### src/rtl/cfu_port_router.sv
// cfu_port_router: routes core CFU requests to NUM_PORTS accelerators and
// returns responses in issue order through an order FIFO. Invalid-port
// requests and hung accelerators are answered with synthesised error
// responses so the core never deadlocks.
module cfu_port_router #(
  parameter int unsigned NUM_PORTS       = 2,
  parameter int unsigned MAX_OUTSTANDING = 4,
  parameter int unsigned TIMEOUT_CYCLES  = 1024
) (
  input  logic                      clk,
  input  logic                      rst,
  input  logic                      req_valid,
  output logic                      req_ready,
  input  logic                      req_cfu_csr,
  input  logic [8:0]                req_id,
  input  logic [7:0]                req_cfu,
  input  logic [7:0]                req_state,
  input  logic [9:0]                req_func,
  input  logic [31:0]               req_insn,
  input  logic [31:0]               req_data0,
  input  logic [31:0]               req_data1,
  output logic                      resp_valid,
  input  logic                      resp_ready,
  output logic [8:0]                resp_id,
  output logic [2:0]                resp_status,
  output logic [31:0]               resp_data,
  output logic [NUM_PORTS-1:0]      p_req_valid,
  input  logic [NUM_PORTS-1:0]      p_req_ready,
  output logic                      p_req_cfu_csr,
  output logic [8:0]                p_req_id,
  output logic [7:0]                p_req_state,
  output logic [9:0]                p_req_func,
  output logic [31:0]               p_req_insn,
  output logic [31:0]               p_req_data0,
  output logic [31:0]               p_req_data1,
  input  logic [NUM_PORTS-1:0]      p_resp_valid,
  output logic [NUM_PORTS-1:0]      p_resp_ready,
  input  logic [9*NUM_PORTS-1:0]    p_resp_id,
  input  logic [3*NUM_PORTS-1:0]    p_resp_status,
  input  logic [32*NUM_PORTS-1:0]   p_resp_data
);
  localparam int unsigned PW = (NUM_PORTS > 1) ? $clog2(NUM_PORTS) : 1;
  localparam int unsigned AW = $clog2(MAX_OUTSTANDING);
  localparam int unsigned CW = AW + 1;
  localparam int unsigned TW = $clog2(TIMEOUT_CYCLES);
  localparam logic [CW-1:0] MAX_CNT = CW'(MAX_OUTSTANDING);
  localparam logic [TW-1:0] T_LAST  = TW'(TIMEOUT_CYCLES - 1);

  // Request register (payload shared by all ports)
  logic [NUM_PORTS-1:0] p_req_valid_q, p_req_valid_d;
  logic        cfu_csr_q, cfu_csr_d;
  logic [8:0]  id_q, id_d;
  logic [7:0]  state_q, state_d;
  logic [9:0]  func_q, func_d;
  logic [31:0] insn_q, insn_d, data0_q, data0_d, data1_q, data1_d;

  // Order FIFO
  logic [PW-1:0] fifo_port_q [MAX_OUTSTANDING];
  logic [PW-1:0] fifo_port_d [MAX_OUTSTANDING];
  logic [8:0]    fifo_id_q   [MAX_OUTSTANDING];
  logic [8:0]    fifo_id_d   [MAX_OUTSTANDING];
  logic          fifo_err_q  [MAX_OUTSTANDING];
  logic          fifo_err_d  [MAX_OUTSTANDING];
  logic [AW-1:0] wr_ptr_q, wr_ptr_d, rd_ptr_q, rd_ptr_d;
  logic [CW-1:0] count_q, count_d;

  // Timeout and stale tracking
  logic [TW-1:0] timer_q, timer_d;
  logic [CW-1:0] stale_q [NUM_PORTS];
  logic [CW-1:0] stale_d [NUM_PORTS];

  // Response register
  logic        resp_valid_q, resp_valid_d;
  logic [8:0]  resp_id_q, resp_id_d;
  logic [2:0]  resp_status_q, resp_status_d;
  logic [31:0] resp_data_q, resp_data_d;

  logic          req_busy, req_drain, req_fire, req_port_ok;
  logic          fifo_ne, load_ok, can_serve;
  logic          err_pop, fwd_pop, to_pop, pop;
  logic [PW-1:0] head_port;
  logic [8:0]    head_id;
  logic          head_err;
  logic          h_valid;
  logic [8:0]    h_id;
  logic [2:0]    h_status;
  logic [31:0]   h_data;
  logic [CW-1:0] h_stale;

  assign req_busy    = |p_req_valid_q;
  assign req_drain   = |(p_req_valid_q & p_req_ready);
  assign req_ready   = ~rst & (count_q < MAX_CNT) & (~req_busy | req_drain);
  assign req_fire    = req_valid & req_ready;
  assign req_port_ok = req_cfu < 8'(NUM_PORTS);

  assign fifo_ne   = count_q != '0;
  assign head_port = fifo_port_q[rd_ptr_q];
  assign head_id   = fifo_id_q[rd_ptr_q];
  assign head_err  = fifo_err_q[rd_ptr_q];
  assign load_ok   = ~resp_valid_q | resp_ready;
  assign can_serve = fifo_ne & load_ok;

  // Select the head port's response signals
  always_comb begin
    h_valid  = 1'b0;
    h_id     = '0;
    h_status = '0;
    h_data   = '0;
    h_stale  = '0;
    for (int unsigned p = 0; p < NUM_PORTS; p++) begin
      if (head_port == PW'(p)) begin
        h_valid  = p_resp_valid[p];
        h_id     = p_resp_id[p*9 +: 9];
        h_status = p_resp_status[p*3 +: 3];
        h_data   = p_resp_data[p*32 +: 32];
        h_stale  = stale_q[p];
      end
    end
  end

  // A real head response beats a timeout in the same cycle; a stale port's
  // response is always discarded rather than forwarded.
  assign err_pop = can_serve & head_err;
  assign fwd_pop = can_serve & ~head_err & h_valid & (h_stale == '0);
  assign to_pop  = can_serve & ~head_err & ~fwd_pop & (timer_q == T_LAST);
  assign pop     = err_pop | fwd_pop | to_pop;

  // Per-port response ready: drain stale responses, else accept at the head
  always_comb begin
    p_resp_ready = '0;
    for (int unsigned p = 0; p < NUM_PORTS; p++) begin
      p_resp_ready[p] = (stale_q[p] != '0) |
                        (can_serve & ~head_err & (head_port == PW'(p)));
    end
  end

  // Request register next state: clear on drain, load on valid-port handshake
  always_comb begin
    p_req_valid_d = p_req_valid_q;
    cfu_csr_d     = cfu_csr_q;
    id_d          = id_q;
    state_d       = state_q;
    func_d        = func_q;
    insn_d        = insn_q;
    data0_d       = data0_q;
    data1_d       = data1_q;
    if (req_drain) p_req_valid_d = '0;
    if (req_fire && req_port_ok) begin
      for (int unsigned p = 0; p < NUM_PORTS; p++) begin
        p_req_valid_d[p] = (req_cfu == 8'(p));
      end
      cfu_csr_d = req_cfu_csr;
      id_d      = req_id;
      state_d   = req_state;
      func_d    = req_func;
      insn_d    = req_insn;
      data0_d   = req_data0;
      data1_d   = req_data1;
    end
  end

  // Order FIFO, timeout counter and stale counters next state
  always_comb begin
    fifo_port_d = fifo_port_q;
    fifo_id_d   = fifo_id_q;
    fifo_err_d  = fifo_err_q;
    wr_ptr_d    = wr_ptr_q;
    rd_ptr_d    = rd_ptr_q;
    count_d     = count_q;
    if (req_fire) begin
      fifo_port_d[wr_ptr_q] = req_cfu[PW-1:0];
      fifo_id_d[wr_ptr_q]   = req_id;
      fifo_err_d[wr_ptr_q]  = ~req_port_ok;
      wr_ptr_d              = wr_ptr_q + AW'(1);
    end
    if (pop) rd_ptr_d = rd_ptr_q + AW'(1);
    if (req_fire && !pop)      count_d = count_q + CW'(1);
    else if (!req_fire && pop) count_d = count_q - CW'(1);

    // Saturates at the last value so a backpressured head times out as soon
    // as the response register frees up.
    if (pop || !fifo_ne)      timer_d = '0;
    else if (timer_q != T_LAST) timer_d = timer_q + TW'(1);
    else                        timer_d = timer_q;

    for (int unsigned p = 0; p < NUM_PORTS; p++) begin
      logic dec, inc;
      dec = (stale_q[p] != '0) & p_resp_valid[p];
      inc = to_pop & (head_port == PW'(p)) & ((stale_q[p] != MAX_CNT) | dec);
      stale_d[p] = stale_q[p] - CW'(dec) + CW'(inc);
    end
  end

  // Response register next state
  always_comb begin
    resp_valid_d  = resp_valid_q;
    resp_id_d     = resp_id_q;
    resp_status_d = resp_status_q;
    resp_data_d   = resp_data_q;
    if (resp_ready) resp_valid_d = 1'b0;
    if (pop) begin
      resp_valid_d = 1'b1;
      resp_id_d    = head_id;
      if (fwd_pop) begin
        resp_status_d = (h_id != head_id) ? 3'b100 : h_status;
        resp_data_d   = h_data;
      end else begin
        resp_status_d = err_pop ? 3'b010 : 3'b011;
        resp_data_d   = '0;
      end
    end
  end

  // State registers
  always_ff @(posedge clk or posedge rst) begin
    if (rst) begin
      p_req_valid_q <= '0;
      cfu_csr_q     <= 1'b0;
      id_q          <= '0;
      state_q       <= '0;
      func_q        <= '0;
      insn_q        <= '0;
      data0_q       <= '0;
      data1_q       <= '0;
      for (int unsigned i = 0; i < MAX_OUTSTANDING; i++) begin
        fifo_port_q[i] <= '0;
        fifo_id_q[i]   <= '0;
        fifo_err_q[i]  <= 1'b0;
      end
      wr_ptr_q      <= '0;
      rd_ptr_q      <= '0;
      count_q       <= '0;
      timer_q       <= '0;
      for (int unsigned p = 0; p < NUM_PORTS; p++) stale_q[p] <= '0;
      resp_valid_q  <= 1'b0;
      resp_id_q     <= '0;
      resp_status_q <= '0;
      resp_data_q   <= '0;
    end else begin
      p_req_valid_q <= p_req_valid_d;
      cfu_csr_q     <= cfu_csr_d;
      id_q          <= id_d;
      state_q       <= state_d;
      func_q        <= func_d;
      insn_q        <= insn_d;
      data0_q       <= data0_d;
      data1_q       <= data1_d;
      fifo_port_q   <= fifo_port_d;
      fifo_id_q     <= fifo_id_d;
      fifo_err_q    <= fifo_err_d;
      wr_ptr_q      <= wr_ptr_d;
      rd_ptr_q      <= rd_ptr_d;
      count_q       <= count_d;
      timer_q       <= timer_d;
      stale_q       <= stale_d;
      resp_valid_q  <= resp_valid_d;
      resp_id_q     <= resp_id_d;
      resp_status_q <= resp_status_d;
      resp_data_q   <= resp_data_d;
    end
  end

  assign p_req_valid   = p_req_valid_q;
  assign p_req_cfu_csr = cfu_csr_q;
  assign p_req_id      = id_q;
  assign p_req_state   = state_q;
  assign p_req_func    = func_q;
  assign p_req_insn    = insn_q;
  assign p_req_data0   = data0_q;
  assign p_req_data1   = data1_q;
  assign resp_valid    = resp_valid_q;
  assign resp_id       = resp_id_q;
  assign resp_status   = resp_status_q;
  assign resp_data     = resp_data_q;

endmodule
### config.mk
export PLATFORM = sky130hd
export DESIGN_NAME = cfu_port_router
export DESIGN_NICKNAME = d
export VERILOG_FILES = /design/src/rtl/cfu_port_router.sv
export SDC_FILE = /design/constraint.sdc
export NUM_CORES = 1
export LEC_CHECK = 0
export ABC_AREA = 1
export CAP_MARGIN = 25
export CORE_MARGIN = 2
export CORE_UTILIZATION = 45
export CTS_BUF_LIST = sky130_fd_sc_hd__clkbuf_4 sky130_fd_sc_hd__clkbuf_8 sky130_fd_sc_hd__clkbuf_16
export CTS_CLUSTER_SIZE = 25
export DETAILED_ROUTE_END_ITERATION = 8
export HOLD_SLACK_MARGIN = 0.08
export PLACE_DENSITY_LB_ADDON = 0.3
export SLEW_MARGIN = 0
export SYNTH_ARGS = -nofsm -noshare
export SYNTH_HDL_FRONTEND = slang
export SYNTH_SLANG_ARGS = --single-unit
### constraint.sdc
create_clock -name clk -period 9.27 [get_ports clk]
set_input_delay 0.927 -clock clk [delete_from_list [all_inputs] [get_ports clk]]
set_output_delay 0.927 -clock clk [all_outputs]
set_load 0.1 [all_outputs]
==> flow_metrics.tcl <==
set metrics [dict create \
    layout_min_cycle_time_ns 5.37 \
    pre_cts_ws_ns 3.96 \
    io-pin-count 402 \
    fillers 1829 \
    synth_area_sq_mm 0.0108 \
    hold_class "flip-flop to flip-flop" \
    synth_largest_area_cell "dfrtp_1" \
    worst_slack_ns 3.90 \
    gp_congestion 0.840 \
    initial_utilization 0.459 \
    rsz0062_at_grt "no" \
    drcViolationCount 0 \
    firstDrtPassIters 5 \
    h-tree-depth 1 \
    cap_viol_max_count 0 \
    cts_setup_buffers 0 \
    wl_per_cell_microns 18.7 \
    cts-root-buf "clkbuf_16" \
    overflow 0 \
    rows 56 \
    timing.slew.headroom 0.261 \
    via_per_inst 5.10 \
    setup_viol 0 \
    cts_tree "done" \
    ys_ff_latch 238 \
    core_area_sq_mm 0.0235 \
    clockBufferDepth 3 \
    worst_pin_slew_ns 1.11 \
    cts-buffers-inserted 26 \
    yosysSeqAreaShare 0.553 \
    ys_warn_count 0 \
    io_buffers 401 \
    status "finished, final reports clean" \
    ir_worst_vdd_v 0.000179 \
    fin_nets 1620 \
    power_mw 4.40 \
    path_clk_slew_ns 0.06 \
    drtAntennaViolNets 0 \
    synth.net_count 1234 \
    finalClockSkew_ns 0.00873 \
    startpoint_type "flip-flop" \
    die_w_microns 159 \
    dp.cells 1672 \
    final_cell_count_no_fill 1726 \
    final_cell_mix "clkdlybuf4s50_1, nand2_1, dfrtp_1" \
    grt_usage 0.252 \
    drv_slew 0 \
    dieArea_sq_mm 0.0252 \
    p_leak_nw 7.53 \
    crit_slowest_cell "dfrtp_1" \
    antenna_found_initial 7 \
    grt_pass1_vias 8957 \
    crit_path_end_kind "flip-flop" \
    timing_worst_setup_path_type "flip-flop to flip-flop" \
    vias 8809 \
    cts_hold_buf 0 \
    grt_pass1_wl_mm 48.7 \
    drt_wl_total_mm 32.3 \
    mostFrequentLayoutCell "clkdlybuf4s50_1" \
    cp_max_fo 54 \
    cp_cell_sequence "inv_2, nand2_1, nand3_4, nand2_4, nand2_1, o21ai_1, inv_2, nand3_2, buf_4, o211ai_4, inv_4, ha_1, inv_1, fa_1, a21oi_1, o21ai_0, xor2_1" \
    clk_latency_ns 0.52 \
    synth_area_leaders "dfrtp_1, mux2_1, nand2_1" \
    ys_types 41 \
    power_density_mw_per_mm2 280 \
    netlist.area_leader.share 0.553 \
    fmax_ghz 0.186 \
    syn_to_final_growth_pct 46.2 \
    cp_data_required_time_ns 9.66 \
    dpl.hpwl_mm 23.5 \
    synthCells 995 \
    cts_resized 0 \
    cts_sinks 238 \
    finalSetupTns_ns 0 \
    drtIter0Drc 479 \
    avgSynthCellArea_sq_um 10.8 \
    grt_max_degree 122 \
    final_layout_size_suffix_gt1_frac 0.0886 \
    hold_viol 0 \
    cpPeakStageDelay_ns 0.92 \
    cp.arrival_ns 5.76 \
    die_y_microns 159 \
    min_period_over_period 0.579 \
]
-- per-stage QoR --
stage                     cell area, sq um  utilization  hold WS [ns]
after floorplan                      10800            -         0.449
after global placement               14800        0.632         0.464
after detailed placement             14800        0.632         0.466
after CTS                            15700        0.670         0.482
after global routing                 15700        0.671         0.502
final                                15700        0.671         0.482
-- path summary, 6_finish.rpt --
path	from	to	slack, ns	cells after the start
min reg2reg	fifo_id_q[5]$_DFFE_PP0P_	fifo_id_q[5]$_DFFE_PP0P_	0.48	2
max reg2reg	rd_ptr_q[0]$_DFFE_PP0P_	count_q[2]$_DFFE_PP0P_	3.90	17
min in group asynchronous	rst	p_req_data1[21]$_DFFE_PP0P_	1.05	2
max	rd_ptr_q[0]$_DFFE_PP0P_	count_q[2]$_DFFE_PP0P_	3.90	17
min	fifo_id_q[5]$_DFFE_PP0P_	fifo_id_q[5]$_DFFE_PP0P_	0.48	2
max in group asynchronous	rst	resp_data[2]$_DFFE_PP0P_	6.23	4
-- logic make-up after synthesis --
kind of cell / share of synthesized area
AND/OR/NAND/NOR: 0.145
flip-flops: 0.553
AO/OA/AOI/OAI: 0.0882
multiplexers: 0.134
buffers and inverters: 0.0562
XOR/XNOR: 0.00895
adder cells (fa/ha/maj): 0.0149
-- Yosys cell counts, drive strengths merged --
master / n
mux2i: 3
o211ai: 3
nand4: 2
ha: 8
nor4: 1
nand3b: 8
mux2: 125
nor3: 3
or2: 1
fa: 3
a21oi: 42
dfrtp: 238
o21ai: 54
nand2: 253
buf: 37
nor2: 56
inv: 58
clkbuf: 10
nand3: 44
xnor2: 5
clkinv: 1
o31ai: 32
xor2: 6
and2: 1
a21o: 1
-- state kept, by name (all words and copies together), names as in the netlist, 6 cells and up --
register	count
timer_q	10
fifo_id_q	36
resp_data	32
p_req_data1	32
p_req_id	9
p_req_func	10
stale_q	6
p_req_state	8
p_req_data0	32
resp_id	9
p_req_insn	32
-- routing by layer --
| metal | wire [microns] | up-vias | part of all wire | track usage |
|---|---|---|---|---|
| met1 | 12000 | 4300 | 0.37 | 0.285 |
| met3 | 2680 | 78 | 0.083 | 0.0634 |
| met2 | 16300 | 352 | 0.50 | 0.441 |
| li1 | - | 4077 | - | - |
| met5 | 55 | - | 0.0017 | 0.0248 |
| met4 | 1260 | 2 | 0.039 | 0.124 |
-- critical path, delay by kind of cell (launching register included) --
kind	cells	cell delay [ns]
buf+inv	5	1.43
fa+ha+maj	2	0.64
flops	1	0.92
compound gates	4	0.59
xor+xnor	1	0.15
simple gates	5	1.42
-- layout make-up --
class | instances | area, sq um | share of cell area
flip-flops and latches | 238 | 5960 | 0.378
diodes | 7 | 17.5 | 0.00111
well taps | 319 | 399 | 0.0254
clock buffers | 38 | 808 | 0.0514
clock inverters | 9 | 72.6 | 0.00461
inverters | 59 | 233 | 0.0148
repair buffers | 405 | 4040 | 0.257
multi-input cells | 651 | 4210 | 0.267
-- power breakdown --
group	leakage, nW	switching (mW)	internal, mW	total [mW]
registers	3.19	0.147	1.25	1.39
logic	3.90	1.38	0.580	1.96
clock network	0.446	0.415	0.629	1.04
(Power assumes the default switching activity.)
